--- src/rtl/wb_arbiter2_if.sv ---
// Pipelined Wishbone link between one master and one slave.
// The master modport drives the request side; the slave modport drives the response side.
interface wb_arbiter2_if #(
    parameter int AWIDTH = 32,
    parameter int DWIDTH = 32
);
    logic                cyc;
    logic                stb;
    logic                we;
    logic [AWIDTH-1:0]   adr;
    logic [DWIDTH/8-1:0] sel;
    logic [DWIDTH-1:0]   dat_w;
    logic [DWIDTH-1:0]   dat_r;
    logic                ack;
    logic                stall;
    logic                err;

    modport master (
        output cyc, stb, we, adr, sel, dat_w,
        input  dat_r, ack, stall, err
    );

    modport slave (
        input  cyc, stb, we, adr, sel, dat_w,
        output dat_r, ack, stall, err
    );
endinterface

--- src/rtl/wb_arbiter2.sv ---
// Two-master round-robin Wishbone arbiter; grant is held for a whole bus cycle.
// Optional ack watchdog enabled by defining WB_ARB_TIMEOUT_EN.
module wb_arbiter2 #(
    parameter int AWIDTH  = 32,
    parameter int DWIDTH  = 32
`ifdef WB_ARB_TIMEOUT_EN
    ,
    parameter int TIMEOUT = 255
`endif
) (
    input  logic            clk_i,
    input  logic            rst_i,
    wb_arbiter2_if.slave    m0,
    wb_arbiter2_if.slave    m1,
    wb_arbiter2_if.master   s,
    output logic [1:0]      grant
);
    // state | meaning
    // IDLE  | no owner, slave sees s_cyc=0, arbitration happens here
    // OWN0  | master 0 owns the slave until it drops cyc
    // OWN1  | master 1 owns the slave until it drops cyc
    typedef enum logic [1:0] {
        IDLE = 2'd0,
        OWN0 = 2'd1,
        OWN1 = 2'd2
    } state_t;

    state_t state;
    logic   last_owner;

`ifdef WB_ARB_TIMEOUT_EN
    logic [7:0] tmo_cnt;
    logic [1:0] err_q;
    logic       tmo_hit;

    assign tmo_hit = s.cyc && !s.ack && (tmo_cnt == 8'(TIMEOUT - 1));
`endif

    always_ff @(posedge clk_i or negedge rst_i) begin
        if (!rst_i) begin
            state      <= IDLE;
            last_owner <= 1'b1;
            grant      <= 2'b00;
`ifdef WB_ARB_TIMEOUT_EN
            tmo_cnt    <= '0;
            err_q      <= 2'b00;
`endif
        end else begin
`ifdef WB_ARB_TIMEOUT_EN
            err_q <= 2'b00;
`endif
            unique case (state)
                IDLE: begin
                    // On a tie the master that did not own the bus last wins.
                    if (m0.cyc && (!m1.cyc || last_owner)) begin
                        state      <= OWN0;
                        last_owner <= 1'b0;
                        grant      <= 2'b01;
                    end else if (m1.cyc) begin
                        state      <= OWN1;
                        last_owner <= 1'b1;
                        grant      <= 2'b10;
                    end
                end
                OWN0: begin
                    if (!m0.cyc) begin
                        state <= IDLE;
                        grant <= 2'b00;
                    end
`ifdef WB_ARB_TIMEOUT_EN
                    else if (tmo_hit) begin
                        state <= IDLE;
                        grant <= 2'b00;
                        err_q <= 2'b01;
                    end
`endif
                end
                OWN1: begin
                    if (!m1.cyc) begin
                        state <= IDLE;
                        grant <= 2'b00;
                    end
`ifdef WB_ARB_TIMEOUT_EN
                    else if (tmo_hit) begin
                        state <= IDLE;
                        grant <= 2'b00;
                        err_q <= 2'b10;
                    end
`endif
                end
                default: begin
                    state <= IDLE;
                    grant <= 2'b00;
                end
            endcase
`ifdef WB_ARB_TIMEOUT_EN
            if (state == IDLE || s.ack || tmo_hit) begin
                tmo_cnt <= '0;
            end else if (s.cyc) begin
                tmo_cnt <= tmo_cnt + 8'd1;
            end
`endif
        end
    end

    // Routing keys off the registered grant, so an async reset drops s_cyc immediately.
    always_comb begin
        s.cyc    = 1'b0;
        s.stb    = 1'b0;
        s.we     = 1'b0;
        s.adr    = '0;
        s.sel    = '0;
        s.dat_w  = '0;
        m0.dat_r = '0;
        m0.ack   = 1'b0;
        m0.stall = 1'b1;
        m1.dat_r = '0;
        m1.ack   = 1'b0;
        m1.stall = 1'b1;
        if (grant[0]) begin
            s.cyc    = m0.cyc;
            s.stb    = m0.stb;
            s.we     = m0.we;
            s.adr    = m0.adr;
            s.sel    = m0.sel;
            s.dat_w  = m0.dat_w;
            m0.dat_r = s.dat_r;
            m0.ack   = s.ack;
            m0.stall = s.stall;
        end else if (grant[1]) begin
            s.cyc    = m1.cyc;
            s.stb    = m1.stb;
            s.we     = m1.we;
            s.adr    = m1.adr;
            s.sel    = m1.sel;
            s.dat_w  = m1.dat_w;
            m1.dat_r = s.dat_r;
            m1.ack   = s.ack;
            m1.stall = s.stall;
        end
    end

`ifdef WB_ARB_TIMEOUT_EN
    assign m0.err = err_q[0];
    assign m1.err = err_q[1];
`else
    assign m0.err = 1'b0;
    assign m1.err = 1'b0;
`endif

endmodule
--- src/flat_wrapper.sv ---
// flat-port wrapper written by rule: the top's interface ports become plain ports
module wb_arbiter2_flat 
#(
    parameter int AWIDTH  = 32,
    parameter int DWIDTH  = 32

)
  (clk_i, rst_i, grant, m0_cyc, m0_stb, m0_we, m0_adr, m0_sel, m0_dat_w, m0_dat_r, m0_ack, m0_stall, m0_err, m1_cyc, m1_stb, m1_we, m1_adr, m1_sel, m1_dat_w, m1_dat_r, m1_ack, m1_stall, m1_err, s_cyc, s_stb, s_we, s_adr, s_sel, s_dat_w, s_dat_r, s_ack, s_stall, s_err);
  wb_arbiter2_if #(.AWIDTH(AWIDTH), .DWIDTH(DWIDTH)) m0_i ();
  wb_arbiter2_if #(.AWIDTH(AWIDTH), .DWIDTH(DWIDTH)) m1_i ();
  wb_arbiter2_if #(.AWIDTH(AWIDTH), .DWIDTH(DWIDTH)) s_i ();
  input  logic clk_i;
  input  logic rst_i;
  output logic [1:0] grant;
  input wire logic [$bits(m0_i.cyc)-1:0] m0_cyc;
  input wire logic [$bits(m0_i.stb)-1:0] m0_stb;
  input wire logic [$bits(m0_i.we)-1:0] m0_we;
  input wire logic [$bits(m0_i.adr)-1:0] m0_adr;
  input wire logic [$bits(m0_i.sel)-1:0] m0_sel;
  input wire logic [$bits(m0_i.dat_w)-1:0] m0_dat_w;
  output wire logic [$bits(m0_i.dat_r)-1:0] m0_dat_r;
  output wire logic [$bits(m0_i.ack)-1:0] m0_ack;
  output wire logic [$bits(m0_i.stall)-1:0] m0_stall;
  output wire logic [$bits(m0_i.err)-1:0] m0_err;
  input wire logic [$bits(m1_i.cyc)-1:0] m1_cyc;
  input wire logic [$bits(m1_i.stb)-1:0] m1_stb;
  input wire logic [$bits(m1_i.we)-1:0] m1_we;
  input wire logic [$bits(m1_i.adr)-1:0] m1_adr;
  input wire logic [$bits(m1_i.sel)-1:0] m1_sel;
  input wire logic [$bits(m1_i.dat_w)-1:0] m1_dat_w;
  output wire logic [$bits(m1_i.dat_r)-1:0] m1_dat_r;
  output wire logic [$bits(m1_i.ack)-1:0] m1_ack;
  output wire logic [$bits(m1_i.stall)-1:0] m1_stall;
  output wire logic [$bits(m1_i.err)-1:0] m1_err;
  output wire logic [$bits(s_i.cyc)-1:0] s_cyc;
  output wire logic [$bits(s_i.stb)-1:0] s_stb;
  output wire logic [$bits(s_i.we)-1:0] s_we;
  output wire logic [$bits(s_i.adr)-1:0] s_adr;
  output wire logic [$bits(s_i.sel)-1:0] s_sel;
  output wire logic [$bits(s_i.dat_w)-1:0] s_dat_w;
  input wire logic [$bits(s_i.dat_r)-1:0] s_dat_r;
  input wire logic [$bits(s_i.ack)-1:0] s_ack;
  input wire logic [$bits(s_i.stall)-1:0] s_stall;
  input wire logic [$bits(s_i.err)-1:0] s_err;
  assign m0_i.cyc = m0_cyc;
  assign m0_i.stb = m0_stb;
  assign m0_i.we = m0_we;
  assign m0_i.adr = m0_adr;
  assign m0_i.sel = m0_sel;
  assign m0_i.dat_w = m0_dat_w;
  assign m0_dat_r = m0_i.dat_r;
  assign m0_ack = m0_i.ack;
  assign m0_stall = m0_i.stall;
  assign m0_err = m0_i.err;
  assign m1_i.cyc = m1_cyc;
  assign m1_i.stb = m1_stb;
  assign m1_i.we = m1_we;
  assign m1_i.adr = m1_adr;
  assign m1_i.sel = m1_sel;
  assign m1_i.dat_w = m1_dat_w;
  assign m1_dat_r = m1_i.dat_r;
  assign m1_ack = m1_i.ack;
  assign m1_stall = m1_i.stall;
  assign m1_err = m1_i.err;
  assign s_cyc = s_i.cyc;
  assign s_stb = s_i.stb;
  assign s_we = s_i.we;
  assign s_adr = s_i.adr;
  assign s_sel = s_i.sel;
  assign s_dat_w = s_i.dat_w;
  assign s_i.dat_r = s_dat_r;
  assign s_i.ack = s_ack;
  assign s_i.stall = s_stall;
  assign s_i.err = s_err;
  wb_arbiter2 #(.AWIDTH(AWIDTH), .DWIDTH(DWIDTH)) u_core (.clk_i(clk_i), .rst_i(rst_i), .m0(m0_i), .m1(m1_i), .s(s_i), .grant(grant));
endmodule
--- config.mk ---
export PLATFORM = sky130hd
export DESIGN_NAME = wb_arbiter2_flat
export DESIGN_NICKNAME = d
export VERILOG_FILES = /design/src/rtl/wb_arbiter2_if.sv /design/src/rtl/wb_arbiter2.sv /design/src/flat_wrapper.sv
export SDC_FILE = /design/constraint.sdc
export NUM_CORES = 1
export LEC_CHECK = 0
export CORE_AREA = 4 4 122 124
export DETAILED_ROUTE_END_ITERATION = 8
export DIE_AREA = 0 0 126 128
export PLACE_DENSITY = 0.54
export SYNTH_ARGS = -nofsm -noshare
export SYNTH_HDL_FRONTEND = slang
export SYNTH_SLANG_ARGS = --single-unit
--- constraint.sdc ---
create_clock -name clk_i -period 1.7 [get_ports clk_i]
set_input_delay 0.34 -clock clk_i [delete_from_list [all_inputs] [get_ports clk_i]]
set_output_delay 0.34 -clock clk_i [all_outputs]
set_load 0.01 [all_outputs]
==> results of run 1 <==
power by group through the flow:
stage | Combinational (W) | Clock (W) | Sequential (W)
2_1_floorplan | 0.00107 | 0 | 0.000121
3_3_place_gp | 0.00268 | 0 | 0.000117
3_5_place_dp | 0.00267 | 0 | 0.000116
4_1_cts | 0.00296 | 0.000381 | 0.000118
5_1_grt | 0.00323 | 0.000388 | 0.000121
6_report | 0.00304 | 0.000379 | 0.000119
what timing repair did:
item,in CTS,in global routing
setup endpoints to repair,140,127
cloned,11,4
buffers inserted,13,3
gates resized for setup,423,47
hold buffers,0,0
endpoints found under the hold margin,0,0
pin swaps,4,12
final timing paths:
kind | depth (start not counted) | end | slack [ns] | start
max | 5 | s_adr[21] | -0.25 | u_core.grant[0]$_DFFE_PN0P_
min | 1 | u_core.grant[1]$_DFFE_PN0P_ | 0.30 | rst_i
max reg2reg | 4 | u_core.last_owner$_DFFE_PN1P_ | 0.26 | u_core.grant[0]$_DFFE_PN0P_
min reg2reg | 2 | u_core.grant[0]$_DFFE_PN0P_ | 0.56 | u_core.grant[1]$_DFFE_PN0P_
max in group asynchronous | 1 | u_core.last_owner$_DFFE_PN1P_ | 1.18 | rst_i
min in group clk_i | 2 | u_core.grant[0]$_DFFE_PN0P_ | 0.56 | u_core.grant[1]$_DFFE_PN0P_
through the flow:
stage                     instances  hold slack, ns  area (um^2)
after floorplan                 179          0.0444         1360
after global placement          660           0.530         4710
after detailed placement        660           0.538         4710
after CTS                       687           0.308         5000
after global routing            691           0.326         5080
final                           691           0.298         5080
cell usage after synthesis:
cell type | n | area (um^2)
nand2b_1 | 2 | 12.5
dfrtp_1 | 2 | 50.1
dfstp_2 | 1 | 26.3
and2b_4 | 1 | 10.0
clkbuf_1 | 8 | 30.0
a22o_1 | 71 | 622
buf_4 | 2 | 15.0
and2_1 | 66 | 413
buf_6 | 8 | 90.1
buf_2 | 7 | 35.0
or3b_1 | 1 | 8.76
nand2_1 | 2 | 7.51
o21ai_1 | 1 | 5.00
a311oi_1 | 1 | 8.76
inv_1 | 2 | 7.51
nor3b_1 | 2 | 15.0
conb_1 | 1 | 3.75
per-layer routing:
metal / part of all wire [%] / wire, um / track usage, %
met1: 37 / 4890 / 15.7
met2: 56 / 7350 / 27.2
met3: 7.1 / 933 / 2.92
met4: 0.33 / 44 / 2.40
met5: 0 / 0 / 0
layout make-up:
type,count,area [um^2]
Tap cell,180,225
Timing Repair Buffer,353,3560
Inverter,2,7.51
Multi-Input combinational cell,149,1130
Clock buffer,4,78.8
Sequential cell,3,77.6
Fill cell,1464,8690
cells by family (layout without fill, tap and decap cells):
kind of cell / after synthesis / in the layout / synth area share, %
other: 1 / 2 / 0.276
and+or+nand+nor: 74 / 74 / 34.3
DFF: 3 / 3 / 5.61
buffers and inverters: 27 / 359 / 13.1
AOI/OAI and AO/OA: 73 / 73 / 46.7
state kept, by name, summed over array words and instances, names as in the netlist:
signal             cells
u_core.grant           2
u_core.last_owner      1
worst max-delay path: cells and delay by family, from the launching register on:
family,cells,cell delay (ns)
DFF,1,0.40
buffers and inverters,3,0.56
AOI/OAI and AO/OA,1,0.12
and+or+nand+nor,1,0.31
==> impl_metrics.json, run 1 <==
{
  "htreeDepth": 1,
  "p_sw_w": 0.00132,
  "skew_ns": 0.00287,
  "initial_utilization_pct": 9.87,
  "post_drt_wl_per_cell_um": 19.1,
  "cp_max_fo": 6,
  "synth.avg_cell_area_um2": 7.64,
  "drtPass1Iterations": 4,
  "clock-root-buffer": "clkbuf_16",
  "slowest_delay_ns": 0.40,
  "final_common_cell": "clkdlybuf4s50_1",
  "drv_cap": 0,
  "antenna_found_initial": 0,
  "route.vias.total": 2774,
  "power_w": 0.00354,
  "portBuffers": 318,
  "final_cell_mix": "clkdlybuf4s50_1 (178), a22o_1 (70), and2_1 (63)",
  "intPower_w": 0.00222,
  "track_usage_pct": 13.9,
  "critPathRequiredTime_ns": 1.36,
  "synthCells": 178,
  "place_ws_ns": -0.326,
  "ir_worst_vdd_uv": 260,
  "fin_crit_ns": 1.95,
  "clk_latency_ns": 0.23,
  "avgViaCountPerCell": 4.01,
  "grt_max_degree": 34,
  "nets": 691,
  "final_core_util_pct": 36.9,
  "cpMaxStageDelayCell": "dfrtp_2",
  "cts_tree": "built",
  "crit_arrival_ns": 1.61,
  "outcome": "complete, but fails checks",
  "final-hold-violation-count": 0,
  "ios": 322,
  "ys_seq_area_share_pct": 5.61,
  "min_path_type": "in2async",
  "grt_pass1_vias": 2883,
  "clkPwrFrac_pct": 10.7,
  "dieWidth_um": 126,
  "drv_slew": 0,
  "postRouteAntennaNets": 0,
  "die-area_um2": 16100,
  "rsz0062_at_grt": "yes",
  "cts_buffers": 3,
  "hpwlAfterDp_um": 9250,
  "fin_ws_ns": -0.250,
  "crit_path_end_kind": "primary output",
  "synth_cell_types": 17,
  "drive_above_1_share_pct": 28.6,
  "switching_share_pct": 37.3,
  "syn-cell-area_um2": 1360,
  "drt_iter0_drc": 111,
  "yosysWarnings": 0,
  "ys_seq_elements": 3,
  "fin_crit_sh_pct": 115,
  "grt_pass1_wl_um": 17300,
  "power_density_nw_per_um2": 696,
  "fp.dieH_um": 128,
  "core_um2": 13800,
  "gp_congestion": 0.924,
  "leakagePower_nw": 2.34,
  "grt-ovfl-total": 0,
  "area_growth_pct": 274,
  "num_antenna_cells": 0,
  "p_comb_share_pct": 85.9,
  "numClockSinks": 3,
  "max_freq_ghz": 0.513,
  "drc": 0,
  "setup_violations": 104,
  "cts_buffer_depth": 2,
  "violations": "negative setup slack",
  "num_rows": 43,
  "path_clk_slew_ns": 0.03,
  "cp-start-kind": "flop",
  "crit_chain": "and2b_4 > buf_8 > clkbuf_16 > a22o_1 > clkdlybuf4s15_2",
  "fin_tns_setup_ns": -19.93,
  "drt_wl_total_um": 13200,
  "critical_path_class": "reg2out",
  "pwr-share-seq_pct": 3.4
}
Power figures use the tool's default switching activity.
==> run 2: changes to the inputs <==
--- a/config.mk
+++ b/config.mk
@@ -5,10 +5,10 @@
 export SDC_FILE = /design/constraint.sdc
 export NUM_CORES = 1
 export LEC_CHECK = 0
-export CORE_AREA = 4 4 122 124
+export CORE_AREA = 2 2 124 126
 export DETAILED_ROUTE_END_ITERATION = 8
 export DIE_AREA = 0 0 126 128
-export PLACE_DENSITY = 0.54
+export PLACE_DENSITY = 0.51
 export SYNTH_ARGS = -nofsm -noshare
 export SYNTH_HDL_FRONTEND = slang
 export SYNTH_SLANG_ARGS = --single-unit
==> impl_metrics.json, run 2 (synthesis results as in run 1) <==
{
  "outcome": "complete, but fails checks",
  "violations": "negative setup slack",
  "leakagePower_nw": 2.65,
  "n_fill_cell": 1576,
  "r2r.worst_path.cells": 4,
  "fp.dieH_um": 128,
  "htreeDepth": 1,
  "num_rows": 45,
  "top_regs": "u_core.grant: 2 flops, u_core.last_owner: 1 flops",
  "place_ws_ns": -0.282,
  "grt_pass1_vias": 2625,
  "min_path_type": "in2async",
  "drv_slew": 0,
  "clock-root-buffer": "clkbuf_16",
  "fin_ws_ns": -0.251,
  "crit_chain": "buf_8 > bufbuf_16 > a22o_1 > dlygate4sd2_1",
  "cp-start-kind": "flop",
  "critPathRequiredTime_ns": 1.36,
  "reg2reg_from": "u_core.grant[0]$_DFFE_PN0P_",
  "max_freq_ghz": 0.513,
  "antenna_found_initial": 0,
  "drc": 0,
  "grt_max_degree": 29,
  "nets": 687,
  "postRouteAntennaNets": 0,
  "grt-ovfl-total": 0,
  "largest_reg_flops": 2,
  "fin_tns_setup_ns": -16.24,
  "gp_congestion": 0.793,
  "hpwlAfterDp_um": 8390,
  "area_growth_pct": 273,
  "cts_buffer_depth": 2,
  "cpMaxStageDelayCell": "dfrtp_2",
  "path_clk_slew_ns": 0.03,
  "setup_violations": 111,
  "post_drt_wl_per_cell_um": 17.0,
  "rrSetupSlack_ns": 0.21,
  "seq_area_um2": 77.6,
  "route.vias.total": 2711,
  "ios": 322,
  "cts_buffers": 3,
  "critical_path_class": "reg2out",
  "initial_utilization_pct": 9.15,
  "ir_worst_vdd_uv": 313,
  "track_usage_pct": 13.1,
  "die-area_um2": 16100,
  "dieWidth_um": 126,
  "drt_iter0_drc": 64,
  "avgViaCountPerCell": 3.90,
  "drv_cap": 0,
  "final_cell_mix": "clkdlybuf4s50_1 (184), a22o_1 (71), buf_2 (71)",
  "holdWs_ns": 0.316,
  "final_common_cell": "clkdlybuf4s50_1",
  "r2r_end": "u_core.last_owner$_DFFE_PN1P_",
  "final-hold-violation-count": 0,
  "clk_latency_ns": 0.23,
  "cts_tree": "built",
  "num_antenna_cells": 0,
  "crit_arrival_ns": 1.61,
  "fin_crit_ns": 1.95,
  "fin_crit_sh_pct": 115,
  "power_density_nw_per_um2": 684,
  "core_um2": 14900,
  "crit_path_start": "u_core.grant[0]$_DFFE_PN0P_",
  "numClockSinks": 3,
  "rsz0062_at_grt": "yes",
  "grt_pass1_wl_um": 16200,
  "drtPass1Iterations": 4,
  "slowest_delay_ns": 0.40,
  "skew_ns": 0.00274,
  "crit_end": "s_dat_w[28]",
  "crit_path_end_kind": "primary output",
  "portBuffers": 318,
  "regMostFlops": "u_core.grant",
  "multi_input_area_um2": 1140,
  "cp_max_fo": 27,
  "drt_wl_total_um": 11800,
  "drive_above_1_share_pct": 28.0
}
-- run 2: cell count changes in the layout (fill, tap and decap cells not counted), sizes merged --
| cell | delta |
|---|---|
| clkbuf | -10 |
| clkdlybuf4s15 | -43 |
| buf | +18 |
| dlymetal6s2s | +20 |
| clkdlybuf4s50 | +6 |
| dlygate4sd2 | +5 |
-- run 2: critical path: cells and delay by family, from the launching register on --
family	cells	cell delay, ns
AOI/OAI and AO/OA	1	0.23
DFF	1	0.40
buffers and inverters	3	0.74
-- run 2: power breakdown --
part	internal (W)	switching [W]	leakage (nW)
combinational	0.00178	0.00119	2.57
sequential	0.000102	0.0000155	0.0346
clock	0.000310	0.0000687	0.0382
total	0.00220	0.00128	2.65
-- run 2: worst min-delay path by stage --
stage / slack, ns / start / cells past startpoint / to
2_1_floorplan: 0.04 / rst_i / 0 / u_core.grant[0]$_DFFE_PN0P_
3_3_place_gp: 0.54 / rst_i / 1 / u_core.grant[1]$_DFFE_PN0P_
3_5_place_dp: 0.55 / rst_i / 1 / u_core.grant[1]$_DFFE_PN0P_
4_1_cts: 0.32 / rst_i / 1 / u_core.grant[1]$_DFFE_PN0P_
5_1_grt: 0.32 / rst_i / 1 / u_core.grant[0]$_DFFE_PN0P_
6_report: 0.32 / rst_i / 1 / u_core.grant[0]$_DFFE_PN0P_
-- run 2: final cells by class --
type | count | area share, %
Timing Repair Buffer | 349 | 69.6
Multi-Input combinational cell | 149 | 22.6
Inverter | 2 | 0.148
Tap cell | 188 | 4.64
Sequential cell | 3 | 1.53
Clock buffer | 4 | 1.55
-- run 2: timing repair --
action | in CTS | in global routing
resized for setup | 402 | 56
gates cloned | 11 | 1
hold buffers | 0 | 0
pin swaps | 7 | 8
buffers inserted | 6 | 5
endpoints found under the setup margin | 140 | 136
-- run 2: stage by stage --
| stage | utilization, % | total power, W | instance area [um^2] | instances |
|---|---|---|---|---|
| finish | 34.1 | 0.00347 | 5070 | 695 |
| global route | 34.1 | 0.00368 | 5070 | 695 |
| CTS | 32.9 | 0.00342 | 4880 | 690 |
| detailed placement | 31.9 | 0.00282 | 4740 | 669 |
| global placement | 31.9 | 0.00280 | 4740 | 669 |
| floorplan | - | 0.00119 | 1360 | 179 |
-- run 2: layer usage --
layer | vias up | share of wire (%) | track usage (%) | wire length, um
li1 | 1320 | - | - | -
met1 | 1256 | 39 | 15.7 | 4630
met2 | 131 | 55 | 25.1 | 6500
met3 | 4 | 5.3 | 1.79 | 626
met4 | 0 | 0.62 | 2.07 | 73
met5 | - | 0 | 0 | 0
